===== src/rtl/pc_seq_ctrl_pkg.sv =====
// Shared types and reset/trap defaults for the program-counter sequencer.
package pc_ctrl_pkg;

    typedef enum logic [2:0] {
        BR_NONE = 3'd0,
        BR_BEQ  = 3'd1,
        BR_BNE  = 3'd2,
        BR_BGEZ = 3'd3,
        BR_BLTZ = 3'd4,
        BR_J    = 3'd5,
        BR_JAL  = 3'd6,
        BR_JR   = 3'd7
    } br_op_t;

    typedef enum logic [1:0] {
        S_FETCH = 2'd0,
        S_WAIT  = 2'd1,
        S_ISSUE = 2'd2
    } state_t;

    localparam logic [31:0] RESET_PC_DEF = 32'h0040_0000;
    localparam logic [31:0] TRAP_PC_DEF  = 32'h0040_0180;

endpackage


===== src/rtl/pc_seq_ctrl_if.sv =====
// Fetch handshake plus issue/retire bundle between sequencer, instruction memory and datapath.
interface pc_seq_ctrl_if;
    import pc_ctrl_pkg::*;

    logic        if_req;
    logic [31:0] if_addr;
    logic        if_ack;
    logic [31:0] if_rdata;
    logic [31:0] instr;
    logic        instr_valid;
    logic        instr_done;
    br_op_t      br_op;
    logic        rs_eq_rt;
    logic [31:0] rs_data;
    logic [15:0] imm16;
    logic [25:0] jidx26;

    modport master (
        output if_req, if_addr, instr, instr_valid,
        input  if_ack, if_rdata, instr_done, br_op, rs_eq_rt, rs_data, imm16, jidx26
    );

    modport slave (
        input  if_req, if_addr, instr, instr_valid,
        output if_ack, if_rdata, instr_done, br_op, rs_eq_rt, rs_data, imm16, jidx26
    );

endinterface


===== src/rtl/pc_seq_ctrl_npc_calc.sv =====
// Combinational branch/jump resolution: taken flag, transfer target and JR alignment fault.
module npc_calc
    import pc_ctrl_pkg::*;
(
    input  logic [31:0] pc,
    input  br_op_t      br_op,
    input  logic        rs_eq_rt,
    input  logic [31:0] rs_data,
    input  logic [15:0] imm16,
    input  logic [25:0] jidx26,
    output logic        taken,
    output logic [31:0] target,
    output logic        misaligned
);

    logic        [31:0] pc4;
    logic signed [31:0] boff;
    logic        [31:0] btgt;
    logic        [31:0] jtgt;

    assign pc4  = pc + 32'd4;
    assign boff = signed'({{14{imm16[15]}}, imm16, 2'b00});
    assign btgt = pc4 + unsigned'(boff);
    assign jtgt = {pc4[31:28], jidx26, 2'b00};

    assign misaligned = (br_op == BR_JR) && (rs_data[1:0] != 2'b00);

    always_comb begin
        taken  = 1'b0;
        target = pc4;
        case (br_op)
            BR_BEQ:  begin taken = rs_eq_rt;    target = btgt;    end
            BR_BNE:  begin taken = !rs_eq_rt;   target = btgt;    end
            BR_BGEZ: begin taken = !rs_data[31]; target = btgt;   end
            BR_BLTZ: begin taken = rs_data[31]; target = btgt;    end
            BR_J,
            BR_JAL:  begin taken = 1'b1;        target = jtgt;    end
            BR_JR:   begin taken = 1'b1;        target = rs_data; end
            default: begin taken = 1'b0;        target = pc4;     end
        endcase
    end

endmodule


===== src/rtl/pc_seq_ctrl.sv =====
// PC sequencer: fetch -> wait-for-ack -> issue-until-retire, then next-PC select.
// Optional feature macro: BRANCH_DELAY_SLOT_EN (one architectural delay slot after taken transfers).
module pc_seq_ctrl
    import pc_ctrl_pkg::*;
#(
    parameter logic [31:0] RESET_PC = RESET_PC_DEF,
    parameter logic [31:0] TRAP_PC  = TRAP_PC_DEF
)(
    input  logic               clk,
    input  logic               rst_n,
    pc_seq_ctrl_if.master      bus,
    output logic [31:0]        pc,
    output logic [31:0]        link_pc,
    output logic               misalign
);

    state_t      state;
    logic        if_req_r;
    logic        valid_r;
    logic [31:0] instr_r;
    br_op_t      eff_op;
    logic        taken;
    logic [31:0] target;
    logic        misaligned;
    logic [31:0] pc4;
    logic [31:0] npc;

    assign bus.if_req      = if_req_r;
    assign bus.if_addr     = pc;
    assign bus.instr       = instr_r;
    assign bus.instr_valid = valid_r;
    assign pc4             = pc + 32'd4;

`ifdef BRANCH_DELAY_SLOT_EN
    logic        pending;
    logic [31:0] pend_tgt;

    // Transfers decoded in the delay slot are squashed to a plain sequential step.
    assign eff_op  = pending ? BR_NONE : bus.br_op;
    assign link_pc = pc + 32'd8;

    always_comb begin
        if (misaligned)    npc = TRAP_PC;
        else if (pending)  npc = pend_tgt;
        else               npc = pc4;
    end

    always_ff @(posedge clk or negedge rst_n) begin
        if (!rst_n) begin
            pending <= 1'b0;
        end else if (state == S_ISSUE && bus.instr_done) begin
            pending <= !misaligned && !pending && taken;
        end
    end

    always_ff @(posedge clk) begin
        if (state == S_ISSUE && bus.instr_done && taken && !pending)
            pend_tgt <= target;
    end
`else
    assign eff_op  = bus.br_op;
    assign link_pc = pc4;

    always_comb begin
        if (misaligned)  npc = TRAP_PC;
        else if (taken)  npc = target;
        else             npc = pc4;
    end
`endif

    npc_calc u_npc_calc (
        .pc         (pc),
        .br_op      (eff_op),
        .rs_eq_rt   (bus.rs_eq_rt),
        .rs_data    (bus.rs_data),
        .imm16      (bus.imm16),
        .jidx26     (bus.jidx26),
        .taken      (taken),
        .target     (target),
        .misaligned (misaligned)
    );

    always_ff @(posedge clk or negedge rst_n) begin
        if (!rst_n) begin
            state    <= S_FETCH;
            pc       <= RESET_PC;
            if_req_r <= 1'b0;
            instr_r  <= 32'd0;
            valid_r  <= 1'b0;
            misalign <= 1'b0;
        end else begin
            case (state)
                S_FETCH: begin
                    if_req_r <= 1'b1;
                    state    <= S_WAIT;
                end
                S_WAIT: begin
                    if (bus.if_ack) begin
                        instr_r  <= bus.if_rdata;
                        if_req_r <= 1'b0;
                        valid_r  <= 1'b1;
                        state    <= S_ISSUE;
                    end
                end
                S_ISSUE: begin
                    if (bus.instr_done) begin
                        pc      <= npc;
                        valid_r <= 1'b0;
                        state   <= S_FETCH;
                        if (misaligned)
                            misalign <= 1'b1;
                    end
                end
                default: begin
                    if_req_r <= 1'b0;
                    valid_r  <= 1'b0;
                    state    <= S_FETCH;
                end
            endcase
        end
    end

endmodule


===== src/flat_wrapper.sv =====
// flat-port wrapper written by rule: the top's interface ports become plain ports
module pc_seq_ctrl_flat import pc_ctrl_pkg::*;
#(
    parameter logic [31:0] RESET_PC = RESET_PC_DEF,
    parameter logic [31:0] TRAP_PC  = TRAP_PC_DEF
)
  (clk, rst_n, pc, link_pc, misalign, bus_if_req, bus_if_addr, bus_instr, bus_instr_valid, bus_if_ack, bus_if_rdata, bus_instr_done, bus_br_op, bus_rs_eq_rt, bus_rs_data, bus_imm16, bus_jidx26);
  pc_seq_ctrl_if bus_i ();
  input  logic clk;
  input  logic rst_n;
  output logic [31:0] pc;
  output logic [31:0] link_pc;
  output logic misalign;
  output wire logic [$bits(bus_i.if_req)-1:0] bus_if_req;
  output wire logic [$bits(bus_i.if_addr)-1:0] bus_if_addr;
  output wire logic [$bits(bus_i.instr)-1:0] bus_instr;
  output wire logic [$bits(bus_i.instr_valid)-1:0] bus_instr_valid;
  input wire logic [$bits(bus_i.if_ack)-1:0] bus_if_ack;
  input wire logic [$bits(bus_i.if_rdata)-1:0] bus_if_rdata;
  input wire logic [$bits(bus_i.instr_done)-1:0] bus_instr_done;
  input wire logic [$bits(bus_i.br_op)-1:0] bus_br_op;
  input wire logic [$bits(bus_i.rs_eq_rt)-1:0] bus_rs_eq_rt;
  input wire logic [$bits(bus_i.rs_data)-1:0] bus_rs_data;
  input wire logic [$bits(bus_i.imm16)-1:0] bus_imm16;
  input wire logic [$bits(bus_i.jidx26)-1:0] bus_jidx26;
  assign bus_if_req = bus_i.if_req;
  assign bus_if_addr = bus_i.if_addr;
  assign bus_instr = bus_i.instr;
  assign bus_instr_valid = bus_i.instr_valid;
  assign bus_i.if_ack = bus_if_ack;
  assign bus_i.if_rdata = bus_if_rdata;
  assign bus_i.instr_done = bus_instr_done;
  assign bus_i.br_op = bus_br_op;
  assign bus_i.rs_eq_rt = bus_rs_eq_rt;
  assign bus_i.rs_data = bus_rs_data;
  assign bus_i.imm16 = bus_imm16;
  assign bus_i.jidx26 = bus_jidx26;
  pc_seq_ctrl #(.RESET_PC(RESET_PC), .TRAP_PC(TRAP_PC)) u_core (.clk(clk), .rst_n(rst_n), .bus(bus_i), .pc(pc), .link_pc(link_pc), .misalign(misalign));
endmodule

===== config.mk =====
export PLATFORM = sky130hd
export DESIGN_NAME = pc_seq_ctrl_flat
export DESIGN_NICKNAME = d
export VERILOG_FILES = /design/src/rtl/pc_seq_ctrl_pkg.sv /design/src/rtl/pc_seq_ctrl_if.sv /design/src/rtl/pc_seq_ctrl_npc_calc.sv /design/src/rtl/pc_seq_ctrl.sv /design/src/flat_wrapper.sv
export SDC_FILE = /design/constraint.sdc
export NUM_CORES = 1
export LEC_CHECK = 0
export CAP_MARGIN = 0
export CORE_MARGIN = 2
export CORE_UTILIZATION = 48
export DETAILED_ROUTE_END_ITERATION = 8
export GPL_TIMING_DRIVEN = 0
export PLACE_DENSITY = 0.82
export SYNTH_ARGS = -nofsm -noshare
export SYNTH_HDL_FRONTEND = slang
export SYNTH_HIERARCHICAL = 1
export SYNTH_SLANG_ARGS = --single-unit

===== constraint.sdc =====
create_clock -name clk -period 5.75 [get_ports clk]
set_input_delay 0.575 -clock clk [delete_from_list [all_inputs] [get_ports clk]]
set_output_delay 0.575 -clock clk [all_outputs]
set_load 0.01 [all_outputs]

* Word level (Yosys, flattened, before mapping)
Cells that the tools add are included.
** Word-level totals
- Memories kept :: 0
- Output and inout bits :: 131
- Bits in read-only memories :: 0
- Latch bits :: 0
- Bits in writable memories :: 0
- Word-level logic and storage cells :: 47
- Input port bits :: 114
- Register bits :: 69
** Cells by class
- Equal/unequal tests :: 11
- Div/mod/pow operators :: 0
- Multipliers :: 0
- Bitwise operators :: 2
- Multiplexer cells :: 12
- $lt $le $gt $ge :: 0
- Shift-type cells :: 0
- Reductions and logical operators :: 14
- Add/sub/neg operators :: 2
** Operator list (number)
- $pmux W32 S3 :: 1
- $mux W32 :: 2
- $add A32 B3 Y32 const B :: 1
- $add A32 B32 Y32 :: 1
- $eq A3 B3 Y1 const B :: 4
- $reduce_and A2 Y1 :: 4
- $eq A3 B2 Y1 const B :: 2
- $pmux W1 S3 :: 2
- $pmux W2 S3 :: 1
- $reduce_and A3 Y1 :: 2
- $pmux W1 S5 :: 1
- $mux W2 :: 2
- $ne A2 B2 Y1 const B :: 2
- $reduce_or A4 Y1 :: 1
- $eq A3 B1 Y1 const B :: 1
- $mux W1 :: 3
- $reduce_or A3 Y1 :: 1
- $eq A2 B1 Y1 const B :: 1
- $eq A2 B2 Y1 const B :: 1
- $logic_not A1 Y1 :: 2
- $logic_not A2 Y1 :: 1
- $not A1 Y1 :: 2
- $reduce_bool A2 Y1 :: 1
- $reduce_or A2 Y1 :: 1
- $logic_and A1 B1 Y1 :: 1

* Logic depth before layout (Yosys ltp)
Gate-level depths: netlist of the first run.
- Depth in word-level cells :: 5
- Depth in mapped cells :: 19
- Mapped depth without buffers :: 18

* Cells and area by module
The synthesis of the first run kept the hierarchy.
** By module, submodules not included
- pc_seq_ctrl :: instances 1, cells each 412, area an instance 3998.8 um^2, sequential area each 1727.9 um^2
- npc_calc :: instances 1, cells each 555, area an instance 3731.1 um^2, sequential area each 0.0 um^2

* Worst setup path before layout of the first run
No wires, ideal clock.
- Kind :: register -> register
- Start :: register u_core.pc[7] (netlist: u_core/bus.if_addr[7])
- End :: register u_core.pc[29] (netlist: u_core/bus.if_addr[29])
- Path buffers :: 1
- Required time :: 5.626 ns
- Setup time :: 0.124 ns
- Arrival :: 4.055 ns
- Period minus slack after synthesis :: 4.179 ns
- Cell stages (with the launch flop) :: 19
- Slack :: 1.571 ns
- Cells stage by stage :: dfrtp_1 and4_4 nand4_4 or4_4 nor2_1 xor2_1 ha_1 clkbuf_1 a21o_1 a21oi_1 nor2b_1 or4_1 a41oi_1 o21ai_0 o2111ai_1 o221ai_1 nand3_1 o41ai_1 a211o_1
** On the way
- Longest elaborated chain between the ends :: 5
** RTL lines
- from (decl) :: RTL line pc_seq_ctrl.sv:12 : output logic [31:0] pc,
- from (signal assigned) :: RTL line pc_seq_ctrl.sv:107 : pc <= npc;
- $add A32 B3 Y32 (*) :: RTL line pc_seq_ctrl_npc_calc.sv:21 : assign pc4 = pc + 32'd4;
- $add A32 B32 Y32 :: RTL line pc_seq_ctrl_npc_calc.sv:23 : assign btgt = pc4 + unsigned'(boff);
- $pmux W32 S3 (*) :: RTL line pc_seq_ctrl_npc_calc.sv:31 : case (br_op)
- via u_core.target[29] :: RTL line pc_seq_ctrl.sv:23 : logic [31:0] target;
- $mux W32 (*) :: RTL line pc_seq_ctrl.sv:66 : else if (taken) npc = target;
- $mux W32 (*) :: RTL line pc_seq_ctrl.sv:65 : if (misaligned) npc = TRAP_PC;
The timed path passes the listed nets; every way through them passes the cells marked *.
A chain may end at the register's enable or synchronous reset.

* Final worst setup path of the first run
Same ends and word-level chain as after synthesis.

==> results.yml, run 1 <==
run_status:
  status: "complete, no violations"
cells_and_area:
  post_route_cells_drive_above_1_share_pct: 10.7
  area_growth_pct: 38.4
  mostFrequentLayoutCell: "clkdlybuf4s50_1"
  final_cell_mix: "clkdlybuf4s50_1, nand2_1, a21oi_1"
  layout.nets: 1372
  final_area_sq_um: 10700
  diodes: 0
pwr:
  p_per_area_nw_per_um2: 501
  p_total_mw: 5.36
  p_leak_nw: 4.48
  ir_worst_vdd_mv: 0.353
synthesis:
  synth_fa_ha_area_share_pct: 6.09
  synth-simple-area-share_pct: 22.4
  synth_area_leaders: "dfrtp_1, ha_1, mux2_2"
  synth_top_family_by_area: "compound AO/OA/AOI/OAI gates"
  synth-xor-area-share_pct: 9.36
  ys.flop_type: "dfrtp_1"
  ys_seq_area_share_pct: 22.4
  synth_cell_type_count: 82
  ys_async_sr_fraction_pct: 100
  ys_ff_latch: 69
  synth_mux_area_share_pct: 8.42
  synth_top_cell_by_area: "dfrtp_1"
  synth-edff-count: 0
  synth.cell_area_sq_um: 7730
  netlist.area_leader.share_pct: 22.0
  synth_compound_area_share_pct: 23.8
  synthCells: 967
  syn_avg_cell_area_sq_um: 7.99
  synth_warnings: 6
  syn_nets: 1118
detailed_routing:
  viasPerCell: 6.18
  drc: 0
  ant_nets: 0
  wl_per_cell_um: 20.9
  vias: 8903
  drt-total-wl_um: 30100
  firstDrtPassIters: 9
  drt_iter0_drc: 1541
worst_setup_path:
  crit_path_max_fanout: 13
  critPathLaunchType: "flop"
  crit_start: "u_core/bus.if_addr[7]$_DFFE_PN0P_"
  path_buf_inv: 1
  crit_slowest_cell: "dfrtp_1"
  critPathKind: "flop to flop"
  path_cells: "and4_4 > nand4_4 > or4_4 > nor2_1 > xor2_1 > ha_1 > clkbuf_1 > a21o_1 > a21oi_1 > nor2b_1 > or4_1 > a41oi_1 > o21ai_0 > o2111ai_1 > o221ai_1 > nand3_1 > o41ai_1 > a211o_1"
  slowest_delay_ns: 0.64
  cp-end-kind: "flop"
  worstPathArrival_ns: 5.29
  cpLargestDelayFamily: "simple AND/OR/NAND/NOR gates"
  worstReg2RegStart: "u_core/bus.if_addr[7]$_DFFE_PN0P_"
  cp.required_ns: 5.97
sta:
  slew_viol_final: 0
  relSlewSlack_pct: 38.0
  rsz0062_at_grt: "no"
  finalSetupViolCount: 0
  tns_ns: 0
  period_minus_slack_ns: 5.07
  hold_viol: 0
  max_freq_mhz: 197
  worst_pin_slew_ns: 0.921
  skew_ns: 0.00442
  hold-worst-slack_ns: 0.361
  finalCritPeriodShare_pct: 88.1
place:
  place_area_sq_um: 10400
  io_buffer_count: 243
  gp_congestion: 1.02
  dpl.hpwl_um: 23100
clock_network:
  clockRootBuffer: "clkbuf_16"
  clk_pin_slew_ns: 0.05
  post_cts.repair.setup_buffers: 0
  clk_latency_ns: 0.33
  numCtsBuffers: 9
  cts_buffer_depth: 2
  cts.htree.levels: 3
  tritoncts: "yes"
  cts_resized: 0
  ctsHoldBuffers: 0
  clkSinkCount: 69
global_route:
  overflow: 0
  grt_first_pass_wirelength_um: 44800
  grt_pass1_vias: 8210
  grt_antenna_before_repair: 2
  grt_usage_pct: 34.2
  grt_max_degree: 70
floorplanning:
  die_area_sq_um: 17100
  rows: 46
  initial_utilization_pct: 48.8
  ios: 245
  core_area_sq_um: 15800
  die_h_um: 131
  fp.dieW_um: 131
worst_hold_path:
  hp-class: "primary input to asynchronous set/reset pin"
job:
  max_cap_viol_count: 0
==> synthesized netlist by cell type, drive strengths merged, types with 3 or more instances <==
cell	instances
a211oi	9
a21o	22
a21oi	76
a221oi	4
a22o	5
a22oi	10
a31oi	8
a32oi	6
and2	9
and3	22
and4	9
buf	49
clkbuf	47
dfrtp	68
ha	36
inv	23
mux2	40
mux2i	20
nand2	96
nand2b	8
nand3	49
nand3b	4
nand4	14
nor2	50
nor2b	6
nor3	29
nor4	7
o2111ai	3
o211ai	9
o21ai	74
o21bai	4
o221ai	7
o22ai	9
o2bb2ai	7
o31a	3
o31ai	3
or2	4
or4	9
xnor2	40
xor2	40
==> power by group <==
group | internal [mW] | switching (mW)
registers | 0.723 | 0.425
clock network | 0.309 | 0.193
logic | 1.87 | 1.85
total | 2.90 | 2.46
==> sequential cells by signal, summed over array words and instances (netlist names) <==
register and flops:
u_core/bus.if_addr 32, u_core/bus.if_req 1, u_core/bus.instr 32, u_core/bus.instr_valid 1
u_core/misalign 1, u_core/state 2
==> cell families after synthesis <==
kind of cell	Yosys count
AOI/OAI and AO/OA	281
xor gates and xnor gates	80
adders and majority gates	37
buffers and inverters	119
DFF	69
muxes	60
and+or+nand+nor	321
==> worst register-to-register path, delay by kind of cell (launching register included) <==
family                     cells  cell delay, ns
buffers and inverters          1            0.20
and+or+nand+nor                7            2.00
DFF                            1            0.64
xor gates and xnor gates       1            0.26
adders and majority gates      1            0.27
AOI/OAI and AO/OA              8            1.58
==> layer usage <==
| layer | part of all wire [%] | track usage (%) |
|---|---|---|
| met4 | 2.8 | 10.7 |
| met1 | 38 | 43.4 |
| met2 | 47 | 57.3 |
| met3 | 12 | 8.55 |
| met5 | 0.076 | 0 |
==> final cells by class <==
class | instances | area (sq um)
multi-input combinational | 779 | 5410
fill | 1337 | 5130
timing repair buffer | 243 | 2430
sequential | 69 | 1730
buffer | 96 | 505
tap | 216 | 270
clock buffer | 12 | 256
inverter | 23 | 86.3
clock inverter | 2 | 10.0
==> final timing paths <==
path / endpoint / slack (ns) / depth (start not counted)
min in group clk: u_core/misalign$_DFFE_PN0P_ / 0.48 / 1
max in group asynchronous: u_core/bus.if_addr[26]$_DFFE_PN0P_ / 4.82 / 1
hold / removal: u_core/misalign$_DFFE_PN0P_ / 0.36 / 1
setup / recovery: u_core/bus.if_addr[29]$_DFFE_PN0P_ / 0.68 / 18
hold reg to reg: u_core/misalign$_DFFE_PN0P_ / 0.48 / 1
setup reg to reg: u_core/bus.if_addr[29]$_DFFE_PN0P_ / 0.68 / 18
==> per-stage QoR <==
step	utilization [%]	worst slack [ns]	std cells
final	67.6	0.683	1440
after global routing	67.6	0.508	1440
after CTS	67.6	0.766	1440
after detailed placement	65.9	0.800	1426
after global placement	65.9	0.907	1426
after floorplan	-	1.57	967
Power figures use the tool's default switching activity.
==> run 2: changes to the inputs <==
Settings changed: CORE_MARGIN 2 to 10.
==> run 2 against run 1 <==
- clock-buffer cell count down 2
- die area up 26%
- total power up 4.0%
- clock skew up 0.0013 ns
- setup slack better by 0.068 ns
- sequential share of layout area down 0.094 points
- first-iteration DRC count down 2.6%
- critical path type unchanged
- highest routed layer is now met4
==> results.yml, run 2 (same netlist as run 1, synthesis figures left out) <==
floorplanning:
  die_h_um: 147
  fp.dieW_um: 147
  ios: 245
  core_area_sq_um: 15800
  initial_utilization_pct: 48.8
  die_area_sq_um: 21600
  rows: 46
sta:
  rsz0062_at_grt: "no"
  hold-worst-slack_ns: 0.356
  worst_pin_slew_ns: 0.901
  tns_ns: 0
  period_minus_slack_ns: 5.00
  slew_viol_final: 0
  relSlewSlack_pct: 39.9
  finalSetupViolCount: 0
  max_freq_mhz: 200
  hold_viol: 0
  finalCritPeriodShare_pct: 86.9
  skew_ns: 0.00570
detailed_routing:
  drc: 0
  ant_nets: 0
  firstDrtPassIters: 6
  vias: 8996
  drt_iter0_drc: 1501
  wl_per_cell_um: 22.5
  viasPerCell: 6.24
  drt-total-wl_um: 32400
cells_and_area:
  layout.nets: 1372
  final_util_pct: 68.0
  fill_cells: 1301
  final_cell_mix: "clkdlybuf4s50_1, nand2_1, a21oi_1"
  post_route_cells_drive_above_1_share_pct: 10.8
  diodes: 0
  area_growth_pct: 39.2
  mostFrequentLayoutCell: "clkdlybuf4s50_1"
  stdcell_count: 1441
worst_hold_path:
  hp-class: "primary input to asynchronous set/reset pin"
global_route:
  grt_pass1_vias: 8775
  met2_usage_pct: 47.4
  overflow: 0
  use_met3_pct: 7.31
  grt_usage_pct: 28.4
  met1_usage_pct: 34.5
  grt_max_degree: 70
  grt_first_pass_wirelength_um: 49600
  grt_antenna_before_repair: 0
  grt-busiest-layer: "met2"
clock_network:
  clk_pin_slew_ns: 0.05
  clockRootBuffer: "clkbuf_16"
  cts.htree.levels: 3
  clkSinkCount: 69
  numCtsBuffers: 9
  clk_latency_ns: 0.34
  cts_resized: 0
  cts_buffer_depth: 2
  ctsHoldBuffers: 0
  post_cts.repair.setup_buffers: 0
  tritoncts: "yes"
place:
  gp_congestion: 1.00
  dpl.hpwl_um: 25300
  io_buffer_count: 243
  dp_cells: 1426
worst_setup_path:
  cp.required_ns: 5.97
  critPathKind: "flop to flop"
  path_cells: "and4_4 > nand4_4 > or4_4 > nor2_1 > xor2_1 > ha_1 > clkbuf_1 > a21o_1 > a21oi_1 > nor2b_1 > or4_1 > a41oi_1 > o21ai_0 > o2111ai_1 > o221ai_1 > nand3_1 > o41ai_1 > a211o_1"
  crit_slowest_cell: "dfrtp_1"
  cp-end-kind: "flop"
  slowest_delay_ns: 0.63
  crit_path_max_fanout: 13
  worstPathArrival_ns: 5.22
  critPathLaunchType: "flop"
pwr:
  p_leak_nw: 4.51
  ir_worst_vdd_mv: 0.361
  p_per_area_nw_per_um2: 518
  p_total_mw: 5.58
job:
  max_cap_viol_count: 0
run_status:
  status: "complete, no violations"
-- run 2: cell types whose count changed in the layout (fill, tap and decap cells not counted), sizes merged --
cell and delta:
clkbuf -2, bufinv +3
-- run 2: report_power, final --
part / internal (mW) / total, mW / switching [mW]
Combinational: 1.87 / 3.81 / 1.94
Clock: 0.419 / 0.623 / 0.204
Sequential: 0.722 / 1.15 / 0.426
Total: 3.01 / 5.58 / 2.57
-- run 2: area by class of cell --
type                            count  area (sq um)  area share [%]
Clock buffer                       10           229            2.13
Sequential cell                    69          1730            16.1
Multi-Input combinational cell    779          5410            50.3
Buffer                             96           505            4.70
Timing Repair Buffer              243          2430            22.6
Tap cell                          216           270            2.51
Inverter                           23          86.3           0.802
Clock inverter                      5           100           0.930
-- run 2: path summary, 6_finish.rpt --
path                                                   start                                 end  slack, ns  depth (start not counted)
setup / recovery           u_core/bus.if_addr[7]$_DFFE_PN0P_  u_core/bus.if_addr[29]$_DFFE_PN0P_       0.75                         18
hold / removal                                         rst_n   u_core/bus.if_addr[7]$_DFFE_PN0P_       0.36                          1
setup reg to reg           u_core/bus.if_addr[7]$_DFFE_PN0P_  u_core/bus.if_addr[29]$_DFFE_PN0P_       0.75                         18
hold reg to reg                  u_core/misalign$_DFFE_PN0P_         u_core/misalign$_DFFE_PN0P_       0.46                          1
max in group asynchronous                              rst_n  u_core/bus.if_addr[31]$_DFFE_PN0P_       4.79                          1
min in group clk                 u_core/misalign$_DFFE_PN0P_         u_core/misalign$_DFFE_PN0P_       0.46                          1
-- run 2: per-layer routing --
| layer | wire length (um) | share of wire [%] |
|---|---|---|
| met3 | 3760 | 12 |
| met4 | 1120 | 3.5 |
| met1 | 12400 | 38 |
| met5 | 0 | 0 |
| met2 | 15100 | 47 |
-- run 2: stage by stage --
step                instance area, sq um  setup slack [ns]
floorplan                           7730              1.57
global placement                   10400             0.879
detailed placement                 10400             0.909
CTS                                10800             0.862
global route                       10800             0.429
finish                             10800             0.751
-- run 2: critical path, delay by kind of cell, from the launching register on --
family                     cells  cell delay [ns]
adders and majority gates      1             0.30
xor gates and xnor gates       1             0.33
buffers and inverters          1             0.20
and+or+nand+nor                7             1.88
AOI/OAI and AO/OA              8             1.53
DFF                            1             0.63
